==> config.mk <==
export PLATFORM = sky130hd
export DESIGN_NAME = motor_dir_sequencer
export DESIGN_NICKNAME = d
export VERILOG_FILES = /design/src/rtl/motor_dir_sequencer.sv
export SDC_FILE = /design/constraint.sdc
export NUM_CORES = 1
export LEC_CHECK = 0
export ABC_AREA = 1
export CORE_MARGIN = 1
export CORE_UTILIZATION = 40
export DETAILED_ROUTE_END_ITERATION = 12
export GPL_TIMING_DRIVEN = 1
export PLACE_DENSITY_LB_ADDON = 0.12
export SETUP_SLACK_MARGIN = 0.3
export SKIP_LAST_GASP = 1
export SLEW_MARGIN = 20
export SYNTH_ARGS = -nofsm -noshare
export SYNTH_HDL_FRONTEND = slang
export SYNTH_SLANG_ARGS = --single-unit
==> constraint.sdc <==
create_clock -name clk -period 3.2 [get_ports clk]
set_input_delay 0.64 -clock clk [delete_from_list [all_inputs] [get_ports clk]]
set_output_delay 0.64 -clock clk [all_outputs]
set_load 0.02 [all_outputs]
==> src/rtl/motor_dir_sequencer.sv <==
// +--------------------------------------------------------------------------+
// | motor_dir_sequencer : H-bridge direction/PWM sequencer with dead time     |
// | Optional SOFT_START_EN: duty ramps 1 LSB per PWM period toward target.    |
// | Revision: 1.0                                                             |
// +--------------------------------------------------------------------------+
`default_nettype none

module motor_dir_sequencer #(
   parameter int PWM_BITS    = 8,
   parameter int DEAD_CYCLES = 50
) (
   input  logic                clk,
   input  logic                rst,
   input  logic                cmd_valid,
   output logic                cmd_ready,
   input  logic [1:0]          cmd_dir,
   input  logic [PWM_BITS-1:0] cmd_duty,
   output logic                in1,
   output logic                in2,
   output logic                en,
   output logic                busy,
   output logic [1:0]          cur_dir
);

   localparam logic [1:0]          c_dir_coast = 2'b00;
   localparam logic [1:0]          c_dir_fwd   = 2'b01;
   localparam logic [1:0]          c_dir_rev   = 2'b10;
   localparam logic [1:0]          c_dir_brake = 2'b11;
   localparam logic [PWM_BITS-1:0] c_cnt_max   = '1;
   localparam logic [15:0]         c_dead_load = 16'(DEAD_CYCLES - 1);

   typedef enum logic [2:0] {
      ST_COAST = 3'd0,
      ST_FWD   = 3'd1,
      ST_REV   = 3'd2,
      ST_BRAKE = 3'd3,
      ST_DEAD  = 3'd4
   } state_t;

   state_t              r_state, w_state_next;
   logic [1:0]          r_target, w_target_next;
   logic [1:0]          r_cur_dir, w_cur_dir_next;
   logic [15:0]         r_dead_cnt, w_dead_next;
   logic [PWM_BITS-1:0] r_cnt, w_cnt_next;
   logic [PWM_BITS-1:0] r_duty, w_duty_next;
   logic [PWM_BITS-1:0] r_pending, w_pending_next;
   logic                r_in1, r_in2, r_en, r_busy, r_ready;
   logic                w_in1_next, w_in2_next, w_en_next, w_busy_next, w_ready_next;
   logic                w_pwm;
   logic                w_accept;
   logic                w_wrap;

   assign w_accept = cmd_valid && r_ready;
   assign w_wrap   = (r_cnt == c_cnt_max);

   always_comb begin
      w_state_next   = r_state;
      w_target_next  = r_target;
      w_cur_dir_next = r_cur_dir;
      w_dead_next    = r_dead_cnt;
      w_pending_next = r_pending;
      w_cnt_next     = r_cnt + 1'b1;
      w_duty_next    = r_duty;

      // Duty only changes at the period boundary so the running period never glitches.
`ifdef SOFT_START_EN
      if (w_wrap && (r_state == ST_FWD || r_state == ST_REV)) begin
         if (r_duty < r_pending) begin
            w_duty_next = r_duty + 1'b1;
         end else if (r_duty > r_pending) begin
            w_duty_next = r_duty - 1'b1;
         end
      end
`else
      if (w_wrap) begin
         w_duty_next = r_pending;
      end
`endif

      case (r_state)
         ST_COAST, ST_FWD, ST_REV, ST_BRAKE: begin
            if (w_accept) begin
               if (cmd_dir == c_dir_fwd || cmd_dir == c_dir_rev) begin
                  w_pending_next = cmd_duty;
               end
               if (cmd_dir != r_cur_dir) begin
                  if (cmd_dir == c_dir_coast) begin
                     w_state_next   = ST_COAST;
                     w_cur_dir_next = c_dir_coast;
                  end else begin
                     w_state_next  = ST_DEAD;
                     w_target_next = cmd_dir;
                     w_dead_next   = c_dead_load;
                  end
               end
            end
         end
         ST_DEAD: begin
            if (r_dead_cnt == '0) begin
               w_cur_dir_next = r_target;
               case (r_target)
                  c_dir_fwd:   w_state_next = ST_FWD;
                  c_dir_rev:   w_state_next = ST_REV;
                  c_dir_brake: w_state_next = ST_BRAKE;
                  default:     w_state_next = ST_COAST;
               endcase
               // Driving entry restarts the PWM period so the first pulse is full length.
               if (r_target == c_dir_fwd || r_target == c_dir_rev) begin
                  w_cnt_next = '0;
`ifdef SOFT_START_EN
                  w_duty_next = '0;
`else
                  w_duty_next = r_pending;
`endif
               end
            end else begin
               w_dead_next = r_dead_cnt - 1'b1;
            end
         end
         default: begin
            w_state_next   = ST_COAST;
            w_cur_dir_next = c_dir_coast;
         end
      endcase

`ifdef SOFT_START_EN
      if (w_state_next == ST_COAST || w_state_next == ST_BRAKE) begin
         w_duty_next = '0;
      end
`endif

      w_pwm        = (w_cnt_next < w_duty_next);
      w_in1_next   = 1'b0;
      w_in2_next   = 1'b0;
      w_en_next    = 1'b0;
      w_busy_next  = 1'b0;
      w_ready_next = 1'b1;
      case (w_state_next)
         ST_FWD: begin
            w_in1_next = 1'b1;
            w_en_next  = w_pwm;
         end
         ST_REV: begin
            w_in2_next = 1'b1;
            w_en_next  = w_pwm;
         end
         ST_BRAKE: begin
            w_in1_next = 1'b1;
            w_in2_next = 1'b1;
            w_en_next  = 1'b1;
         end
         ST_DEAD: begin
            w_busy_next  = 1'b1;
            w_ready_next = 1'b0;
         end
         default: begin
         end
      endcase
   end

   always_ff @(posedge clk) begin
      if (rst) begin
         r_state    <= ST_COAST;
         r_target   <= c_dir_coast;
         r_cur_dir  <= c_dir_coast;
         r_dead_cnt <= '0;
         r_cnt      <= '0;
         r_duty     <= '0;
         r_pending  <= '0;
         r_in1      <= 1'b0;
         r_in2      <= 1'b0;
         r_en       <= 1'b0;
         r_busy     <= 1'b0;
         r_ready    <= 1'b1;
      end else begin
         r_state    <= w_state_next;
         r_target   <= w_target_next;
         r_cur_dir  <= w_cur_dir_next;
         r_dead_cnt <= w_dead_next;
         r_cnt      <= w_cnt_next;
         r_duty     <= w_duty_next;
         r_pending  <= w_pending_next;
         r_in1      <= w_in1_next;
         r_in2      <= w_in2_next;
         r_en       <= w_en_next;
         r_busy     <= w_busy_next;
         r_ready    <= w_ready_next;
      end
   end

   assign in1       = r_in1;
   assign in2       = r_in2;
   assign en        = r_en;
   assign busy      = r_busy;
   assign cmd_ready = r_ready;
   assign cur_dir   = r_cur_dir;

endmodule

`default_nettype wire

-- Word-level counts from Yosys, hierarchy flattened
Index checks and enable logic that the tools add are counted.
- register bits: 52
- input bits: 13
- output and inout port bits: 7
- logic and storage cells: 80
- add/subtract/negate cells: 2
- magnitude comparators: 1
- equal/unequal tests: 21
- muxes and demuxes: 28
- bitwise logic cells: 1
- reductions and logical operators: 15
- operator list (operator ; number):
    2-to-1 mux 16 bit ; 4
    2-to-1 mux 8 bit ; 7
    one-hot mux 16 bit (2 select lines) ; 1
    zero test 16 bit ; 1
    subtractor 16 x 1 -> 16 bit, second input constant ; 1
    equality test 3 x 2 -> 1 bit, second input constant ; 4
    2-to-1 mux 3 bit ; 4
    != test 2 bit, second input constant ; 6
    adder 8 x 1 -> 8 bit, second input constant ; 1
    equality test 8 bit, second input constant ; 1
    < comparator 8 bit ; 1
    2-to-1 mux 2 bit ; 4
    AND reduction 4 bit ; 2
    equality test 2 bit, second input constant ; 3
    equality test 3 x 1 -> 1 bit, second input constant ; 2
    equality test 3 bit, second input constant ; 2
    one-hot mux 2 bit (3 select lines) ; 1
    one-hot mux 3 bit (2 select lines) ; 1
    OR reduction 2 bit ; 3
    AND reduction 5 bit ; 1
    equality test 2 x 1 -> 1 bit, second input constant ; 2
    2-to-1 mux 1 bit ; 4
    one-hot mux 2 bit (2 select lines) ; 1
    OR reduction 4 bit ; 1
    9 further kinds ; 10

-- Longest topological paths before layout
Gate-level depths: netlist of run 1.
- depth after elaboration: 8
- mapped depth: 16
- gate-level depth less buffers: 16

-- Least setup slack after synthesis of run 1
No wires, ideal clock.
- path type: reg-to-reg
- from: register r_target[0]
- to: register r_en (netlist: en)
- setup time: 0.058 ns
- arrival: 2.336 ns
- data required time: 3.142 ns
- path slack: 0.806 ns
- stages on the path, launching flop included: 15
- path buffers: 0
- period minus slack after synthesis: 2.394 ns
- cell sequence: dfxtp_1 > inv_1 > ha_1 > inv_1 > nor2_1 > nand3_1 > nand2_2 > mux2i_1 > ha_1 > a211o_1 > nor2_1 > nand2_1 > nor2_1 > nand2_1 > nand2_1
- longest elaborated chain between the ends: 7
- elaborated cells between the ends (all ways): 19
- classes of those cells: order compare: 1; eq/ne: 6; mux: 10; reduce/logical: 2
- ends and longest elaborated chain (what ; line ; source):
    from (decl) ; 41 ; logic [1:0] r_target, w_target_next;
    from (signal assigned) ; 164 ; r_target <= c_dir_coast;
    from (signal assigned) ; 177 ; r_target <= w_target_next;
    equality test 2 x 1 -> 1 bit, or another cell as far along ; 101, 108 ;
    logical OR 1 bit or one-hot mux 2 bit (3 select lines) (tied branches) ; 108, 101 ;
    2-to-1 mux 8 bit or 2-to-1 mux 3 bit (tied branches) ; 108, 99 ;
    2-to-1 mux 8 bit or one-hot mux 3 bit (2 select lines) (tied branches) ; 99, 80 ;
    2-to-1 mux 8 bit, or another cell as far along ; 80 ; case (r_state)
    < comparator 8 bit or OR reduction 2 bit (tied branches) ; n/a ;
    one-hot mux 1 bit (2 select lines) * ; 138 ; case (w_state_next)
    to (signal assigned) ; 185 ; r_en <= w_en_next;
    to (decl) ; 47 ; logic r_in1, r_in2, r_en, r_busy, r_ready;
Mark *: on every way between the ends. The rest lies on a longest branch, timed or not.
A chain may end at the register's enable or synchronous reset.

-- Worst setup path in the final report of run 1
Ends and elaborated chain as after synthesis.

==> results of run 1 <==
## worst paths after layout
path                               start  slack (ns)                     endpoint
max             r_target[0]$_SDFFE_PP0P_        0.67                en$_SDFF_PP0_
min          r_dead_cnt[13]$_SDFFE_PP0P_        0.49  r_dead_cnt[13]$_SDFFE_PP0P_
max reg2reg     r_target[0]$_SDFFE_PP0P_        0.67                en$_SDFF_PP0_
min reg2reg  r_dead_cnt[13]$_SDFFE_PP0P_        0.49  r_dead_cnt[13]$_SDFFE_PP0P_
## metrics by stage
| stage | setup slack [ns] | hold WS [ns] |
|---|---|---|
| after floorplan | 0.806 | 0.455 |
| after global placement | 0.606 | 0.474 |
| after detailed placement | 0.568 | 0.477 |
| after CTS | 0.528 | 0.492 |
| after global routing | 0.324 | 0.522 |
| final | 0.674 | 0.489 |
## repair_timing
item                                    CTS  global route
setup buffers                             0             3
hold buffers                              0             0
gates resized for setup                   0             2
endpoints found under the setup margin    0             1
hold endpoints to repair                  0             0
## Yosys cell counts (6+ instances only)
library cell / number / area [um2]
nand3_1: 15 / 75.1
nand4_1: 6 / 37.5
clkbuf_1: 6 / 22.5
dfxtp_1: 52 / 1040
nand2_1: 74 / 278
mux2i_1: 7 / 70.1
nor2_1: 77 / 289
ha_1: 15 / 188
a21oi_1: 21 / 105
inv_1: 37 / 139
xnor2_1: 8 / 70.1
nor3_1: 9 / 45.0
o21ai_0: 15 / 75.1
## placed cells by master (no fill, tap or decap), types with 2 or more instances in the layout
master,netlist,routed
nand3_2,2,3
xor2_1,5,5
nand4_1,6,6
a21oi_1,21,21
mux2i_1,7,7
clkdlybuf4s50_1,0,19
o21ai_1,5,5
o21ai_0,15,15
nand3_1,15,14
inv_1,37,37
dfxtp_1,52,52
nand2_1,74,74
o21bai_1,2,2
buf_4,0,6
clkbuf_8,0,5
or2_2,4,4
ha_1,15,15
xnor2_1,8,8
nor3_1,9,9
nor2_1,77,77
## cell type report
class	instances	area (um2)	share of cell area, %
Clock buffer	6	72.6	2.38
Multi-Input combinational cell	272	1440	47.3
Clock inverter	2	16.3	0.534
Tap cell	77	96.3	3.16
Timing Repair Buffer	25	235	7.73
Inverter	38	143	4.69
Sequential cell	52	1040	34.2
## cell families after synthesis
| family | synth area share, % |
|---|---|
| buf+inv | 7.23 |
| mux | 2.63 |
| flops | 39.1 |
| compound gates | 8.88 |
| simple gates | 30.9 |
| xor+xnor | 4.27 |
| fa+ha+maj | 7.05 |
## flip-flops by register name (all words and copies together), names as in the netlist
signal      cells
r_target        2
busy            1
cmd_ready       1
r_duty          8
r_state         3
cur_dir         2
in2             1
in1             1
r_cnt           8
en              1
r_pending       8
r_dead_cnt     16
## critical path: stages, from the launching register on
cell and delay [ns]:
dfxtp_1 0.39, inv_1 0.09, ha_1 0.31, inv_1 0.04
nor2_1 0.16, nand3_2 0.18, nand2_4 0.16, mux2i_1 0.24
ha_1 0.28, a211o_1 0.29, nor2_1 0.08, nand2_1 0.05
nor2_1 0.10, nand2_1 0.06, nand2_1 0.05
## metal layers
layer  GRT usage, %  wire length, um  part of all wire (%)
met5              0                0                     0
met4           5.55               63                   1.1
met3           3.36              229                   4.0
met2           26.9             2410                    42
met1           25.4             3060                    53
## power groups by stage
| stage | clock, uW | sequential [uW] | combinational, uW |
|---|---|---|---|
| final | 382 | 773 | 736 |
| after global routing | 424 | 783 | 839 |
| after CTS | 397 | 772 | 729 |
| after detailed placement | 0 | 787 | 726 |
| after global placement | 0 | 785 | 726 |
| after floorplan | 0 | 786 | 562 |
==> results.py, run 1 <==
metrics = {
    "outcome": {
        "outcome": "finished clean",
    },
    "pwr": {
        "internal_power_uw": 1150,
        "combPwrFrac_pct": 38.9,
        "clkPwrFrac_pct": 20.2,
        "p_per_area_nw_per_um2": 621,
        "p_sw_uw": 744,
        "switching_share_pct": 39.3,
        "seq_power_share_pct": 40.9,
        "cellLeakagePower_uw": 0.00135,
        "finalPower_uw": 1890,
        "vdd_ir_drop_max_mv": 0.240,
    },
    "logic_synthesis": {
        "syn_inst": 371,
        "synth_seq_cells": 52,
        "synth_edf_count": 0,
        "async_flop_share_pct": 0,
        "syn-cell-area_um2": 2660,
        "syn_avg_cell_area_um2": 7.18,
        "syn-num-nets": 399,
        "synth.distinct_cells": 28,
        "yosys_warnings": 0,
        "synth_flop_cell": "dfxtp_1",
        "ys_seq_area_share_pct": 39.1,
    },
    "global_routing": {
        "antenna_found_initial": 0,
        "grt_max_degree": 23,
        "grt_overflow": 0,
        "grt_first_pass_wirelength_um": 9970,
        "grt_use_total_pct": 17.7,
        "grt_pass1_vias": 2153,
    },
    "critical_path": {
        "cp.arrival_ns": 2.78,
        "cp_max_fo": 6,
        "reg2regPathDepth": 14,
        "crit_type": "register to register",
        "end_kind": "register",
        "critPathLaunchType": "register",
        "critPathRequiredTime_ns": 3.46,
    },
    "sta": {
        "fmax_mhz": 396,
        "fin_skew_ns": 0.00400,
        "tightest_slew_ns": 0.430,
        "setup_viol": 0,
        "fin_setup_tns_ns": 0,
        "rsz0062_at_grt": "false",
        "layout_min_cycle_time_ns": 2.53,
        "slew_headroom_pct": 71.3,
        "fin_crit_sh_pct": 78.9,
        "hold_viol": 0,
        "slew_violations": 0,
    },
    "clock_tree": {
        "cts_buffer_depth": 2,
        "clk_latency_ns": 0.31,
        "cts.clk_slew.worst_paths_ns": 0.10,
        "cts-buffers-inserted": 5,
        "htreeDepth": 2,
        "cts.sinks": 52,
        "cts_tree": "built",
        "root_buffer": "clkbuf_8",
    },
    "floorplanning": {
        "die_w_um": 83.6,
        "die_y_um": 83.6,
        "start_util_pct": 41.7,
        "ios": 20,
        "dieArea_um2": 6990,
        "rows": 29,
        "coreArea_um2": 6390,
    },
    "cells_and_area": {
        "nFillCells": 673,
        "fin_nets": 422,
        "antenna_cells": 0,
        "drive_gt1_share_pct": 6.33,
        "area_delta_synth_final_pct": 14.3,
        "finalNonFillerCells": 472,
        "design_area_um2": 3040,
        "post-route-util_pct": 47.7,
    },
    "detailed_routing": {
        "dr.pass1.iters": 4,
        "drc_errors": 0,
        "routed_wirelength_um": 5760,
        "drt-vias-per-instance": 4.89,
        "ant_nets": 0,
        "wire_per_inst_um": 12.2,
        "vias": 2306,
        "drtIter0Drc": 105,
    },
    "hold_path": {
        "whs_path_depth": 2,
        "hold_class": "register to register",
    },
    "place": {
        "io_buffers": 19,
        "dp_cells": 461,
        "globalplace.congestion": 0.819,
        "place_area_um2": 2920,
        "dpl.hpwl_um": 4300,
    },
    "run": {
        "cap_violations": 0,
    },
}
No activity file was read; power rests on OpenSTA's default activity.
==> run 2: changes to the inputs <==
Clock period 3.2 ns to 2.2 ns, I/O delays scaled along.
==> results.py, run 2 (same netlist as run 1, synthesis figures left out) <==
metrics = {
    "outcome": {
        "outcome": "finished, violations left",
        "violations": "setup timing",
    },
    "critical_path": {
        "crit_family": "simple AND/OR/NAND/NOR gates",
        "critPathLaunchType": "register",
        "end_kind": "register",
        "crit_type": "register to register",
        "max_stage_delay_ns": 0.35,
        "critical_path_buf_inv_count": 0,
        "cpMostUsedCell": "nand2_1",
        "critPathRequiredTime_ns": 2.47,
        "cp_max_fo": 4,
        "crit_chain": "nor2_1 -> nand2_1 -> nor2_2 -> nand3_4 -> nand2_8 -> mux2i_4 -> ha_1 -> a211o_1 -> nor2_1 -> nand2_1 -> nor2_1 -> nand2_1 -> nand2_1",
        "cp_slowest_cell": "dfxtp_1",
        "cp.arrival_ns": 2.51,
    },
    "clock_tree": {
        "cts.sinks": 52,
        "cts_buffer_depth": 2,
        "cts-buffers-inserted": 5,
        "ctsHoldBuffers": 0,
        "cts.clk_slew.worst_paths_ns": 0.10,
        "cts_tree": "built",
        "root_buffer": "clkbuf_8",
        "clk_latency_ns": 0.32,
        "htreeDepth": 2,
    },
    "pwr": {
        "vdd_ir_drop_max_mv": 0.421,
        "finalPower_uw": 3050,
        "cellLeakagePower_uw": 0.00151,
        "p_per_area_nw_per_um2": 904,
    },
    "sta": {
        "fin_skew_ns": 0.00569,
        "fin_setup_tns_ns": -0.0462,
        "setup_ws_ns": -0.0462,
        "slew_headroom_pct": 70.8,
        "rsz0062_at_grt": "true",
        "fin_crit_sh_pct": 102,
        "layout_min_cycle_time_ns": 2.25,
        "fmax_mhz": 445,
        "tightest_slew_ns": 0.438,
        "slew_violations": 0,
        "setup_viol": 1,
        "hold_viol": 0,
    },
    "detailed_routing": {
        "routed_wirelength_um": 6030,
        "ant_nets": 0,
        "drc_errors": 0,
        "wire_per_inst_um": 12.0,
        "vias": 2411,
        "dr.pass1.iters": 4,
        "drt-vias-per-instance": 4.81,
        "drtIter0Drc": 117,
    },
    "cells_and_area": {
        "antenna_cells": 0,
        "multi_input_area_um2": 1550,
        "drive_gt1_share_pct": 17.9,
        "nFillCells": 630,
        "fin_nets": 451,
        "area_delta_synth_final_pct": 26.7,
        "mostFrequentLayoutCells": "73 x nor2_1, 73 x nand2_1, 50 x dfxtp_1",
        "largest_reg_flops": 16,
        "largest_register": "r_dead_cnt",
        "ff_latch_area_um2": 1040,
    },
    "floorplanning": {
        "ios": 20,
        "rows": 29,
        "die_w_um": 83.6,
        "coreArea_um2": 6390,
        "die_y_um": 83.6,
        "start_util_pct": 41.7,
        "dieArea_um2": 6990,
    },
    "global_routing": {
        "grt_max_degree": 18,
        "grt_use_total_pct": 18.2,
        "antenna_found_initial": 0,
        "grt_overflow": 0,
        "grt_pass1_vias": 2229,
        "grt_first_pass_wirelength_um": 10300,
    },
    "place": {
        "io_buffers": 19,
        "dpl.hpwl_um": 4620,
        "globalplace.congestion": 0.866,
    },
    "hold_path": {
        "hold_class": "register to register",
    },
    "run": {
        "cap_violations": 0,
    },
}
[run 2: worst register-to-register path, stage by stage (launching register included)]
cell and delay (ns):
dfxtp_1 0.35, nor2_1 0.18, nand2_1 0.11, nor2_2 0.21, nand3_4 0.13, nand2_8 0.12
mux2i_4 0.24, ha_1 0.26, a211o_1 0.26, nor2_1 0.08, nand2_1 0.06, nor2_1 0.08
nand2_1 0.06, nand2_1 0.06
[run 2: final timing paths]
path	start	end	slack (ns)	depth (start not counted)
worst max-delay path	r_dead_cnt[2]$_SDFFE_PP0P_	en$_SDFF_PP0_	-0.05	13
worst min-delay path	r_pending[4]$_SDFFE_PP0P_	r_pending[4]$_SDFFE_PP0P_	0.50	2
worst max register to register	r_dead_cnt[2]$_SDFFE_PP0P_	en$_SDFF_PP0_	-0.05	13
worst min register to register	r_pending[4]$_SDFFE_PP0P_	r_pending[4]$_SDFFE_PP0P_	0.50	2
[run 2: final cells by class]
cell class	instances	share of cell area [%]
inverter	38	4.23
clock buffer	5	2.04
clock inverter	3	0.630
multi-input combinational	272	45.9
tap	77	2.85
timing repair buffer	54	13.4
sequential	52	30.9
[run 2: repair_timing]
item                       CTS  global route
buffers inserted             2             0
pin swaps                    5             4
resized for setup           10            12
setup endpoints to repair    5            28
[run 2: where the power goes]
group / leakage, uW / internal, uW / switching (uW) / total [uW]
registers: 0.000424 / 1040 / 68.7 / 1110
clock network: 0.0000445 / 227 / 346 / 573
logic: 0.00104 / 587 / 782 / 1370
[run 2: stage by stage]
stage	hold slack, ns	cell area, um2	setup slack, ns	cells	util [%]
after floorplan	0.455	2690	0.0389	371	-
after global placement	0.472	3180	-0.0796	491	49.8
after detailed placement	0.480	3180	-0.0879	491	49.8
after CTS	0.494	3320	0.00213	501	52.0
after global routing	0.528	3380	-0.206	501	52.9
final	0.499	3380	-0.0462	501	52.9
[run 2: per-layer routing]
layer / global-route usage [%] / vias up / part of all wire (%)
li1: - / 1289 / -
met4: 6.16 / 0 / 1.1
met5: 0 / - / 0
met2: 28.8 / 43 / 44
met3: 3.46 / 5 / 3.6
met1: 25.0 / 1074 / 52
